==> src/rtl/uart_pkg.sv <==
// Shared UART definitions: FSM state encoding, default timing and frame-length helpers.
// Used by uart_tx and its companion uart_rx.
package uart_pkg;

    typedef logic [2:0] state_t;

    localparam state_t IDLE   = 3'd0;
    localparam state_t START  = 3'd1;
    localparam state_t DATA   = 3'd2;
    localparam state_t PARITY = 3'd3;
    localparam state_t STOP   = 3'd4;

    // 100 MHz system clock at 9600 baud
    localparam int DEF_CLKS_PER_BIT = 10417;
    localparam int DEF_DATA_WIDTH   = 8;

    // Clock cycles from the first start-bit cycle to the last stop-bit cycle.
    function automatic int frame_clks(input int clks_per_bit, input int data_width,
                                      input bit parity_en);
        return (data_width + 2 + (parity_en ? 1 : 0)) * clks_per_bit;
    endfunction

endpackage

==> src/rtl/uart_baud_gen.sv <==
// Bit timer: counts 0..CLKS_PER_BIT-1 and wraps; tick marks the last cycle of a bit.
// clr holds the count at zero so the first bit after it starts on a clean boundary.
module uart_baud_gen #(
    parameter int CLKS_PER_BIT = 10417
) (
    input  logic clk,
    input  logic rst_l,
    input  logic clr,
    output logic tick
);

    localparam int CW = (CLKS_PER_BIT > 1) ? $clog2(CLKS_PER_BIT) : 1;
    localparam logic [CW-1:0] LAST = CW'(CLKS_PER_BIT - 1);

    logic [CW-1:0] count_q, count_d;

    assign tick = (count_q == LAST);

    always_comb begin
        count_d = count_q + CW'(1);
        if (clr || tick)
            count_d = '0;
    end

    always_ff @(posedge clk) begin
        if (!rst_l)
            count_q <= '0;
        else
            count_q <= count_d;
    end

endmodule

==> src/rtl/uart_tx.sv <==
// 8N1 UART transmitter with a send/ready handshake and a registered, idle-high tx line.
// Define UART_TX_PARITY_EN to insert an even-parity bit between the data and stop bits.
module uart_tx
    import uart_pkg::*;
#(
    parameter int CLKS_PER_BIT = DEF_CLKS_PER_BIT,
    parameter int DATA_WIDTH   = DEF_DATA_WIDTH
) (
    input  logic                  clk,
    input  logic                  rst_l,
    input  logic                  send,
    input  logic [DATA_WIDTH-1:0] d_in,
    output logic                  ready,
    output logic                  done,
    output logic                  tx
);

    localparam int IW = $clog2(DATA_WIDTH + 1);
    localparam logic [IW-1:0] LAST_BIT = IW'(DATA_WIDTH - 1);

    state_t                state_q, state_d;
    logic [DATA_WIDTH-1:0] shreg_q, shreg_d;
    logic [IW-1:0]         bit_idx_q, bit_idx_d;
    logic                  tx_q, tx_d;
    logic                  ready_q, ready_d;
    logic                  done_q, done_d;
    logic                  tick;
    logic                  accept;
`ifdef UART_TX_PARITY_EN
    logic                  parity_q, parity_d;
`endif

    assign accept = send && ready_q;
    assign ready  = ready_q;
    assign done   = done_q;
    assign tx     = tx_q;

    // Timer is held in reset while idle so START always lasts a full bit period.
    uart_baud_gen #(.CLKS_PER_BIT(CLKS_PER_BIT)) u_baud (
        .clk   (clk),
        .rst_l (rst_l),
        .clr   (state_q == IDLE),
        .tick  (tick)
    );

    always_ff @(posedge clk) begin
        if (!rst_l) begin
            state_q   <= IDLE;
            shreg_q   <= '0;
            bit_idx_q <= '0;
            tx_q      <= 1'b1;
            ready_q   <= 1'b1;
            done_q    <= 1'b0;
`ifdef UART_TX_PARITY_EN
            parity_q  <= 1'b0;
`endif
        end else begin
            state_q   <= state_d;
            shreg_q   <= shreg_d;
            bit_idx_q <= bit_idx_d;
            tx_q      <= tx_d;
            ready_q   <= ready_d;
            done_q    <= done_d;
`ifdef UART_TX_PARITY_EN
            parity_q  <= parity_d;
`endif
        end
    end

    always_comb begin
        state_d   = state_q;
        shreg_d   = shreg_q;
        bit_idx_d = bit_idx_q;
`ifdef UART_TX_PARITY_EN
        parity_d  = parity_q;
`endif
        case (state_q)
            IDLE: begin
                if (accept) begin
                    state_d   = START;
                    shreg_d   = d_in;
                    bit_idx_d = '0;
`ifdef UART_TX_PARITY_EN
                    parity_d  = ^d_in;
`endif
                end
            end
            START: begin
                if (tick)
                    state_d = DATA;
            end
            DATA: begin
                if (tick) begin
                    shreg_d = shreg_q >> 1;
                    if (bit_idx_q == LAST_BIT) begin
                        bit_idx_d = '0;
`ifdef UART_TX_PARITY_EN
                        state_d   = PARITY;
`else
                        state_d   = STOP;
`endif
                    end else begin
                        bit_idx_d = bit_idx_q + IW'(1);
                    end
                end
            end
`ifdef UART_TX_PARITY_EN
            PARITY: begin
                if (tick)
                    state_d = STOP;
            end
`endif
            STOP: begin
                if (tick)
                    state_d = IDLE;
            end
            default: state_d = IDLE;
        endcase
    end

    // Outputs are computed from the next state so tx, ready and done come straight off flops.
    always_comb begin
        tx_d = 1'b1;
        case (state_d)
            START:   tx_d = 1'b0;
            DATA:    tx_d = shreg_d[0];
`ifdef UART_TX_PARITY_EN
            PARITY:  tx_d = parity_d;
`endif
            default: tx_d = 1'b1;
        endcase
        ready_d = (state_d == IDLE);
        done_d  = (state_q == STOP) && tick;
    end

endmodule

==> config.mk <==
export PLATFORM = sky130hd
export DESIGN_NAME = uart_tx
export DESIGN_NICKNAME = d
export VERILOG_FILES = /design/src/rtl/uart_pkg.sv /design/src/rtl/uart_baud_gen.sv /design/src/rtl/uart_tx.sv
export SDC_FILE = /design/constraint.sdc
export NUM_CORES = 1
export LEC_CHECK = 0
export CORE_MARGIN = 3
export CORE_UTILIZATION = 50
export DETAILED_ROUTE_END_ITERATION = 10
export MAX_ROUTING_LAYER = met4
export PLACE_DENSITY_LB_ADDON = 0.1
export SLEW_MARGIN = 20
export SYNTH_ARGS = -nofsm -noshare
export SYNTH_HDL_FRONTEND = slang
export SYNTH_SLANG_ARGS = --single-unit
==> constraint.sdc <==
create_clock -name clk -period 2.55 [get_ports clk]
set_clock_uncertainty 0.1 [all_clocks]
set_input_delay 0.6375 -clock clk [delete_from_list [all_inputs] [get_ports clk]]
set_output_delay 0.6375 -clock clk [all_outputs]
set_load 0.1 [all_outputs]
# After elaboration in Yosys (flattened, before gate mapping)
# Index checks and enable logic that the tools add are counted.
[word_totals] word_cells=42 reg_bits=32 input_bits=11 output_inout_bits=3
[op_classes] n_eq_ne=9 add_sub_neg=2 n_mux=14 reduce_logical=8 bitwise=1
[op_table] operator="$mux 8" n=2
[op_table] operator="$pmux 8 s2" n=1
[op_table] operator="$mux 3" n=5
[op_table] operator="$add 14x1->14 const B" n=1
[op_table] operator="$eq 14x14->1 const B" n=1
[op_table] operator="$mux 4" n=3
[op_table] operator="$pmux 3 s4" n=1
[op_table] operator="$pmux 4 s2" n=1
[op_table] operator="$eq 3x1->1 const B" n=2
[op_table] operator="$eq 3x2->1 const B" n=2
[op_table] operator="$logic_not 3->1" n=2
[op_table] operator="$add 4x1->4 const B" n=1
[op_table] operator="$eq 4x3->1 const B" n=1
[op_table] operator="$ne 2x2->1 const B" n=2
[op_table] operator="$eq 3x3->1 const B" n=1
[op_table] operator="$reduce_and 3->1" n=1
[op_table] operator="$logic_and 1x1->1" n=2
[op_table] operator="$pmux 1 s2" n=1
[op_table] operator="$reduce_bool 2->1" n=1
[op_table] operator="$reduce_or 2->1" n=1
[op_table] operator="$logic_or 1x1->1" n=1
[op_table] operator="$not 1->1" n=1

# Depth between registers and ports, before layout
# Gate-level depths: netlist of the first run.
[logic_depth] depth_word=6 ltp_mapped=9 mapped_depth_nobuf=7

# By module
# A second synthesis of the first run with hierarchy kept.
[unflattened] hier_cells=161 hier_area_um2=1546.5
[modules_own_cells] module="uart_tx" cells_each=89 seq_area_each_um2=360.3 n_inst=1 area_each_um2=870.8
[modules_own_cells] module="uart_baud_gen" cells_each=72 seq_area_each_um2=280.3 n_inst=1 area_each_um2=675.6

# Least setup slack after synthesis of the first run
# No wires, ideal clock.
[synth_path] path_type="register -> register" start="register ready_q (netlist: ready)" end="register bit_idx_q[3]" period_less_slack_ns=2.258 setup_slack_ns=0.292 setup_ns=0.070 path_stages_with_launch=6 t_arrival_ns=2.088 path_buffers=1 t_required_ns=2.380 path_cell_list="dfxtp_1 -> and4b_1 -> clkbuf_1 -> a21oi_2 -> or4_1 -> a21boi_1"
[synth_between] elab_chain_cells=3
[synth_lines] item="start, declared" line="uart_tx.sv:25" text="logic ready_q, ready_d;"
[synth_lines] item="start signal, assigned" line="uart_tx.sv:62" text="ready_q <= ready_d;"
[synth_lines] item="$logic_and 1x1->1" line="uart_tx.sv:33" text="assign accept = send && ready_q;"
[synth_lines] item="$ne 2x2->1 (no source line)"
[synth_lines] item="$reduce_and 3->1 (no source line)"
[synth_lines] item="end signal, assigned" line="uart_tx.sv:60" text="bit_idx_q <= bit_idx_d;"
[synth_lines] item="end, declared" line="uart_tx.sv:23" text="logic [IW-1:0] bit_idx_q, bit_idx_d;"
# Every way passes these cells.
# A chain may end at the register's enable or synchronous reset.

# Worst setup path in the final report of the first run
[layout_path] start="register u_baud.count_q[0]" end="register tx_q (netlist: tx)"
[layout_between] elab_chain_cells=5 elab_cells_between_ends=10 classes_between="3 x eq/ne; 7 x mux"
[layout_lines] item="start, declared" line="uart_baud_gen.sv:15" text="logic [CW-1:0] count_q, count_d;"
[layout_lines] item="start signal, assigned" line="uart_baud_gen.sv:29" text="count_q <= count_d;"
[layout_lines] item="$eq 14x14->1 (*)" line="uart_baud_gen.sv:17" text="assign tick = (count_q == LAST);"
[layout_lines] item="$mux 3 (on tied branches)" line="uart_tx.sv:114, uart_tx.sv:89, uart_tx.sv:93"
[layout_lines] item="$pmux 3 s4" line="uart_tx.sv:77" text="case (state_q)"
[layout_lines] item="$eq 3x2->1 or $eq 3x1->1 (tied branches)" line="uart_tx.sv:124" text="case (state_d)"
[layout_lines] item="$pmux 1 s2 (*)" line="uart_tx.sv:124"
[layout_lines] item="end signal, assigned" line="uart_tx.sv:61" text="tx_q <= tx_d;"
[layout_lines] item="end, declared" line="uart_tx.sv:24" text="logic tx_q, tx_d;"
# Every way passes the cells marked *; elsewhere a longest branch is shown, timed or not. The select of a mux whose other input is x is not followed.

==> results of run 1 <==
==> path summary, 6_finish.rpt <==
path                                    to  slack, ns
worst max register to register          tx       0.43
worst min register to register  shreg_q[5]       0.37
worst max-delay path                    tx       0.43
worst min-delay path            shreg_q[5]       0.37
==> power by group <==
| group | total [µW] | internal (µW) | leakage (µW) | switching (µW) |
|---|---|---|---|---|
| clock | 304 | 131 | 0.0000380 | 173 |
| sequential | 525 | 515 | 0.000260 | 9.55 |
| combinational | 114 | 47.8 | 0.000291 | 66.6 |
| total | 943 | 694 | 0.000589 | 249 |
==> per-stage QoR <==
stage,power (µW),instances
floorplan,611,160
global placement,648,201
detailed placement,651,201
CTS,956,209
global route,996,209
finish,943,209
==> cell type report <==
| cell class | instances | area [µm²] |
|---|---|---|
| Clock buffer | 6 | 51.3 |
| Clock inverter | 2 | 10.0 |
| Fill cell | 250 | 941 |
| Inverter | 5 | 18.8 |
| Multi-Input combinational cell | 116 | 753 |
| Sequential cell | 32 | 641 |
| Tap cell | 30 | 37.5 |
| Timing Repair Buffer | 18 | 160 |
==> logic make-up (layout without fill, tap and decap cells) <==
logic type	count (synthesis)	after routing	synth area share (%)
AO/OA/AOI/OAI	35	35	17.6
XOR/XNOR	11	11	6.66
adder cells (fa/ha/maj)	3	3	2.60
buffers and inverters	12	31	3.63
flip-flops	32	32	44.3
AND/OR/NAND/NOR	67	67	25.2
==> placed cells by master, fill, tap and decap left out, types with 2 or more instances in the layout <==
master	Yosys	layout
nor2b_1	3	3
inv_1	5	5
a21oi_1	3	3
a21boi_0	7	7
nor2_1	16	16
o21a_1	2	2
nand3_1	4	4
a211oi_1	2	2
nor3_1	2	2
clkdlybuf4s50_1	0	10
and3_1	4	4
nand2_1	17	17
xor2_1	7	7
nor3b_1	4	4
a21boi_1	2	2
nand4_1	3	3
clkinv_2	0	2
buf_4	2	8
xnor2_1	4	4
a22oi_1	7	7
clkbuf_4	0	5
or3_1	4	4
o21ai_0	5	5
and4b_1	2	2
dfxtp_1	32	32
ha_1	3	3
==> sequential cells by signal, indices dropped and copies added, names as in the netlist <==
signal,count
done,1
bit_idx_q,4
u_baud.count_q,14
state_q,3
tx,1
shreg_q,8
ready,1
==> metal layers <==
| metal | share of wire (%) | global-route usage, % | vias to the layer above | routed length [µm] |
|---|---|---|---|---|
| li1 | - | - | 603 | - |
| met1 | 50 | 25.8 | 536 | 1400 |
| met2 | 42 | 26.7 | 24 | 1170 |
| met3 | 5.3 | 6.05 | 9 | 149 |
| met4 | 2.3 | 9.49 | 0 | 65 |
| met5 | 0 | - | - | 0 |
==> critical path: stages (launching register included) <==
cell and delay [ns]:
dfxtp_1 0.39, inv_1 0.08, ha_1 0.19, nor3b_1 0.15, and4b_1 0.26, buf_4 0.17
a211oi_1 0.27, a211oi_1 0.07, o311ai_0 0.32
==> impl_metrics.csv, run 1 <==
group,metric,value,unit
status,status,"complete, no violations",
logic_synthesis,syn-num-nets,174,
placement,place_congestion,0.795,
logic_synthesis,synth_most_common_cell,"dfxtp_1",
logic_synthesis,yosys_warnings,0,
clock_network,clockBufferDepth,2,
timing,finalSetupViolCount,0,
timing,fin_hold_ws,0.370,ns
floorplan,start_util,55.4,%
timing,period_share,83.1,%
logic_synthesis,synthFlopType,"dfxtp_1",
route,wl_per_cell,13.4,µm
floorplan,rows,18,
cells_and_area,drive_above_1_share,12.3,%
clock_network,h-tree-depth,2,
timing,fmax,472,MHz
timing,rsz0062_at_grt,"no",
placement,place_area,1610,µm²
timing,worst_slack,0.432,ns
clock_network,clock_latency,0.33,ns
timing,hold_violations,0,
cells_and_area,area_growth,15.6,%
floorplan,chipWidth,59.8,µm
clock_network,post-cts-setup-buffer-count,0,
flow_run,drv_cap,0,
logic_synthesis,synth_cells,160,
worst_hold_path,min_path_cells,2,
critical_path,crit_fanout,6,
global_routing,grt_pass1_wl,5.03,mm
critical_path,startpoint_type,"register",
clock_network,clk_pin_slew_worst_paths,0.10,ns
cells_and_area,diodes,0,
timing,worst_pin_slew,0.489,ns
logic_synthesis,avgSynthCellArea,9.04,µm²
critical_path,arrival,2.24,ns
floorplan,core_area,2610,µm²
worst_hold_path,hold_start,"shreg_q[5]",
timing,layout_min_cycle_time,2.12,ns
logic_synthesis,syn-cell-area,1450,µm²
cells_and_area,final_util,64.0,%
power_and_ir_drop,p_leak,0.000589,µW
floorplan,ioPinCount,14,
logic_synthesis,yosysTopAreaCell,"dfxtp_1",
global_routing,overflow,0,
critical_path,required,2.67,ns
route,drtIter0Drc,44,
critical_path,worstSetupPathType,"reg -> reg",
worst_hold_path,hp-class,"reg -> reg",
global_routing,grt_start_max_net_pins,15,
placement,place_ws,0.179,ns
critical_path,startpoint,"u_baud.count_q[0]",
clock_network,cts_resized,0,
clock_network,clock_sinks,32,
logic_synthesis,synth_top_cells_by_area,"dfxtp_1 (44%), nand2_1 (4.4%), xor2_1 (4.2%), nor2_1 (4.2%), a21boi_0 (3.6%)",
route,ant_nets,0,
route,via_per_inst,5.61,
clock_network,cts_inserted_buffers,5,
logic_synthesis,synth_cell_type_count,38,
timing,relSlewSlack,67.3,%
route,first_pass_iters,4,
global_routing,antenna_found_initial,0,
critical_path,endpoint_kind,"register",
logic_synthesis,synth-seq-cells,32,
timing,tns,0,ns
critical_path,reg2reg_from,"u_baud.count_q[0]",
cells_and_area,finalInstanceArea,1670,µm²
clock_network,cts_tree,"built",
power_and_ir_drop,power.density,564,nW/µm²
floorplan,dieHeight,59.8,µm
critical_path,r2r_cells,8,
route,drt_wl_total,2.79,mm
logic_synthesis,synth_common_cells,"dfxtp_1 (32), nand2_1 (17), nor2_1 (16)",
global_routing,grt_pass1_vias,1134,
cells_and_area,nets,192,
logic_synthesis,seq_area_frac_synth,44.3,%
floorplan,die_area,3570,µm²
logic_synthesis,synth_edf_count,0,
timing,finalMaxSlewViolations,0,
logic_synthesis,synthArstFlopShare,0,%
route,via_count,1172,
route,drc,0,
clock_network,clock-root-buffer,"clkbuf_4",
global_routing,grt_use_total,19.5,%
logic_synthesis,yosys.area.top_type_share,44.3,%
placement,io_buffers,13,
power_and_ir_drop,peakVddDrop,475,µV
clock_network,cts_hold_buf,0,
placement,dpl.hpwl,2.01,mm
(Power assumes the default switching activity.)
==> run 2: changes to the inputs <==
- clock period: 2.55 -> 2.1 ns (I/O delays scaled with it)
==> run 2 against run 1 <==
Sequential share of layout area shrank 1.1 points. Die area did not move. Wire length shrank 0.90%. Final area grew 3.7%. Via count rose by 1.5%. Combinational power is 31% higher. Critical path depth is the same. Clock-buffer cell count increased by 1. Sequential power is 22% higher.
==> impl_metrics.csv, run 2 (same netlist as run 1, synthesis figures left out) <==
group,metric,value,unit
status,status,"complete, no violations",
route,drc,0,
cells_and_area,final_cell_mix,"dfxtp_1 (29), nand2_1 (17), nor2_1 (16), buf_4 (12), clkdlybuf4s50_1 (10)",
timing,hold_violations,0,
power_and_ir_drop,peakVddDrop,569,µV
cells_and_area,area_growth,19.8,%
clock_network,clockBufferDepth,2,
global_routing,grt_start_max_net_pins,16,
timing,finalMaxSlewViolations,0,
global_routing,grt_use_total,18.1,%
clock_network,post-cts-setup-buffer-count,0,
critical_path,crit_fanout,4,
critical_path,worstSetupPathType,"reg -> reg",
critical_path,max_stage_delay,0.36,ns
clock_network,cts_resized,0,
cells_and_area,nets,196,
route,via_count,1189,
floorplan,rows,18,
global_routing,grt_pass1_wl,4.73,mm
cells_and_area,instances_no_fill,213,
route,first_pass_iters,5,
worst_hold_path,hp-class,"reg -> reg",
clock_network,clk_pin_slew_worst_paths,0.11,ns
timing,layout_min_cycle_time,1.98,ns
route,via_per_inst,5.58,
timing,worst_pin_slew,0.348,ns
floorplan,start_util,55.4,%
clock_network,cts_hold_buf,0,
cells_and_area,diodes,0,
timing,fin_hold_ws,0.333,ns
clock_network,cts_tree,"built",
global_routing,met3_usage,5.18,%
global_routing,antenna_found_initial,0,
cells_and_area,drive_above_1_share,16.9,%
placement,dpl.hpwl,2.02,mm
floorplan,chipWidth,59.8,µm
route,drtIter0Drc,60,
critical_path,endpoint_kind,"register",
cells_and_area,reg.largest.list,"u_baud.count_q x14, shreg_q x8, bit_idx_q x4",
floorplan,core_area,2610,µm²
critical_path,crit_chain,"inv_1 > ha_1 > nor3b_4 > and4b_2 > buf_4 > a32o_1 > a211oi_1 > o311ai_1",
placement,place_congestion,0.812,
timing,relSlewSlack,76.7,%
placement,place_inst,205,
floorplan,ioPinCount,14,
cells_and_area,regMostFlops,"u_baud.count_q",
critical_path,cp_slowest_cell,"dfxtp_2",
timing,rsz0062_at_grt,"no",
global_routing,overflow,0,
timing,worst_slack,0.122,ns
clock_network,clock-root-buffer,"clkbuf_4",
clock_network,cts_inserted_buffers,5,
global_routing,grt_use_met2,26.9,%
flow_run,drv_cap,0,
critical_path,required,2.21,ns
placement,place_ws,-0.0662,ns
power_and_ir_drop,power.density,674,nW/µm²
timing,fmax,506,MHz
cells_and_area,final_common_cell,"dfxtp_1",
critical_path,arrival,2.09,ns
floorplan,dieHeight,59.8,µm
route,wl_per_cell,13.0,µm
global_routing,top_usage_layer,"met2",
timing,period_share,94.2,%
placement,io_buffers,13,
floorplan,die_area,3570,µm²
global_routing,use_met1,22.9,%
cells_and_area,final_util,66.3,%
critical_path,startpoint_type,"register",
clock_network,h-tree-depth,2,
route,ant_nets,0,
power_and_ir_drop,p_leak,0.000610,µW
timing,finalSetupViolCount,0,
global_routing,grt_pass1_vias,1103,
cells_and_area,largest_reg_flops,14,
route,drt_wl_total,2.77,mm
clock_network,clock_sinks,32,
timing,tns,0,ns
clock_network,clock_latency,0.34,ns
-- run 2: cell count changes in the layout (fill, tap and decap cells not counted), moves of 2 or more --
cell | previous run | this run
dfxtp_1 | 32 | 29
clkinv_2 | 2 | 0
buf_4 | 8 | 12
dfxtp_2 | 0 | 3
-- run 2: per-stage QoR --
stage	total power (µW)	cell area (µm²)
2_1_floorplan	743	1450
3_3_place_gp	793	1640
3_5_place_dp	797	1640
4_1_cts	1170	1700
5_1_grt	1210	1730
6_report	1170	1730
-- run 2: worst max-delay path, delay by kind of cell, from the launching register on --
kind	cells	cell delay [ns]
fa+ha+maj	1	0.19
simple gates	2	0.40
compound gates	3	0.57
flops	1	0.36
buf+inv	2	0.21
-- run 2: report_power, final --
group / internal (µW) / switching (µW)
sequential: 627 / 11.4
combinational: 65.9 / 83.4
clock: 164 / 217
total: 856 / 311
-- run 2: cell type report --
type                    count  area, µm²
fillers                   218        880
multi-input cells         116        779
flip-flops and latches     32        644
repair buffers             22        190
clock buffers               7       55.1
well taps                  30       37.5
inverters                   5       18.8
clock inverters             1       7.51
-- run 2: final timing paths --
kind                      from                 to  slack, ns  depth (start not counted)
max reg2reg  u_baud.count_q[0]                 tx       0.12                          8
min          u_baud.count_q[0]  u_baud.count_q[0]       0.33                          1
max          u_baud.count_q[0]                 tx       0.12                          8
min reg2reg  u_baud.count_q[0]  u_baud.count_q[0]       0.33                          1
-- run 2: routing by layer --
metal | vias to the layer above | wire length (µm) | share of wire (%)
met2 | 24 | 1190 | 43
met4 | 0 | 44 | 1.6
met3 | 5 | 135 | 4.9
li1 | 611 | - | -
met5 | - | 0 | 0
met1 | 549 | 1400 | 51
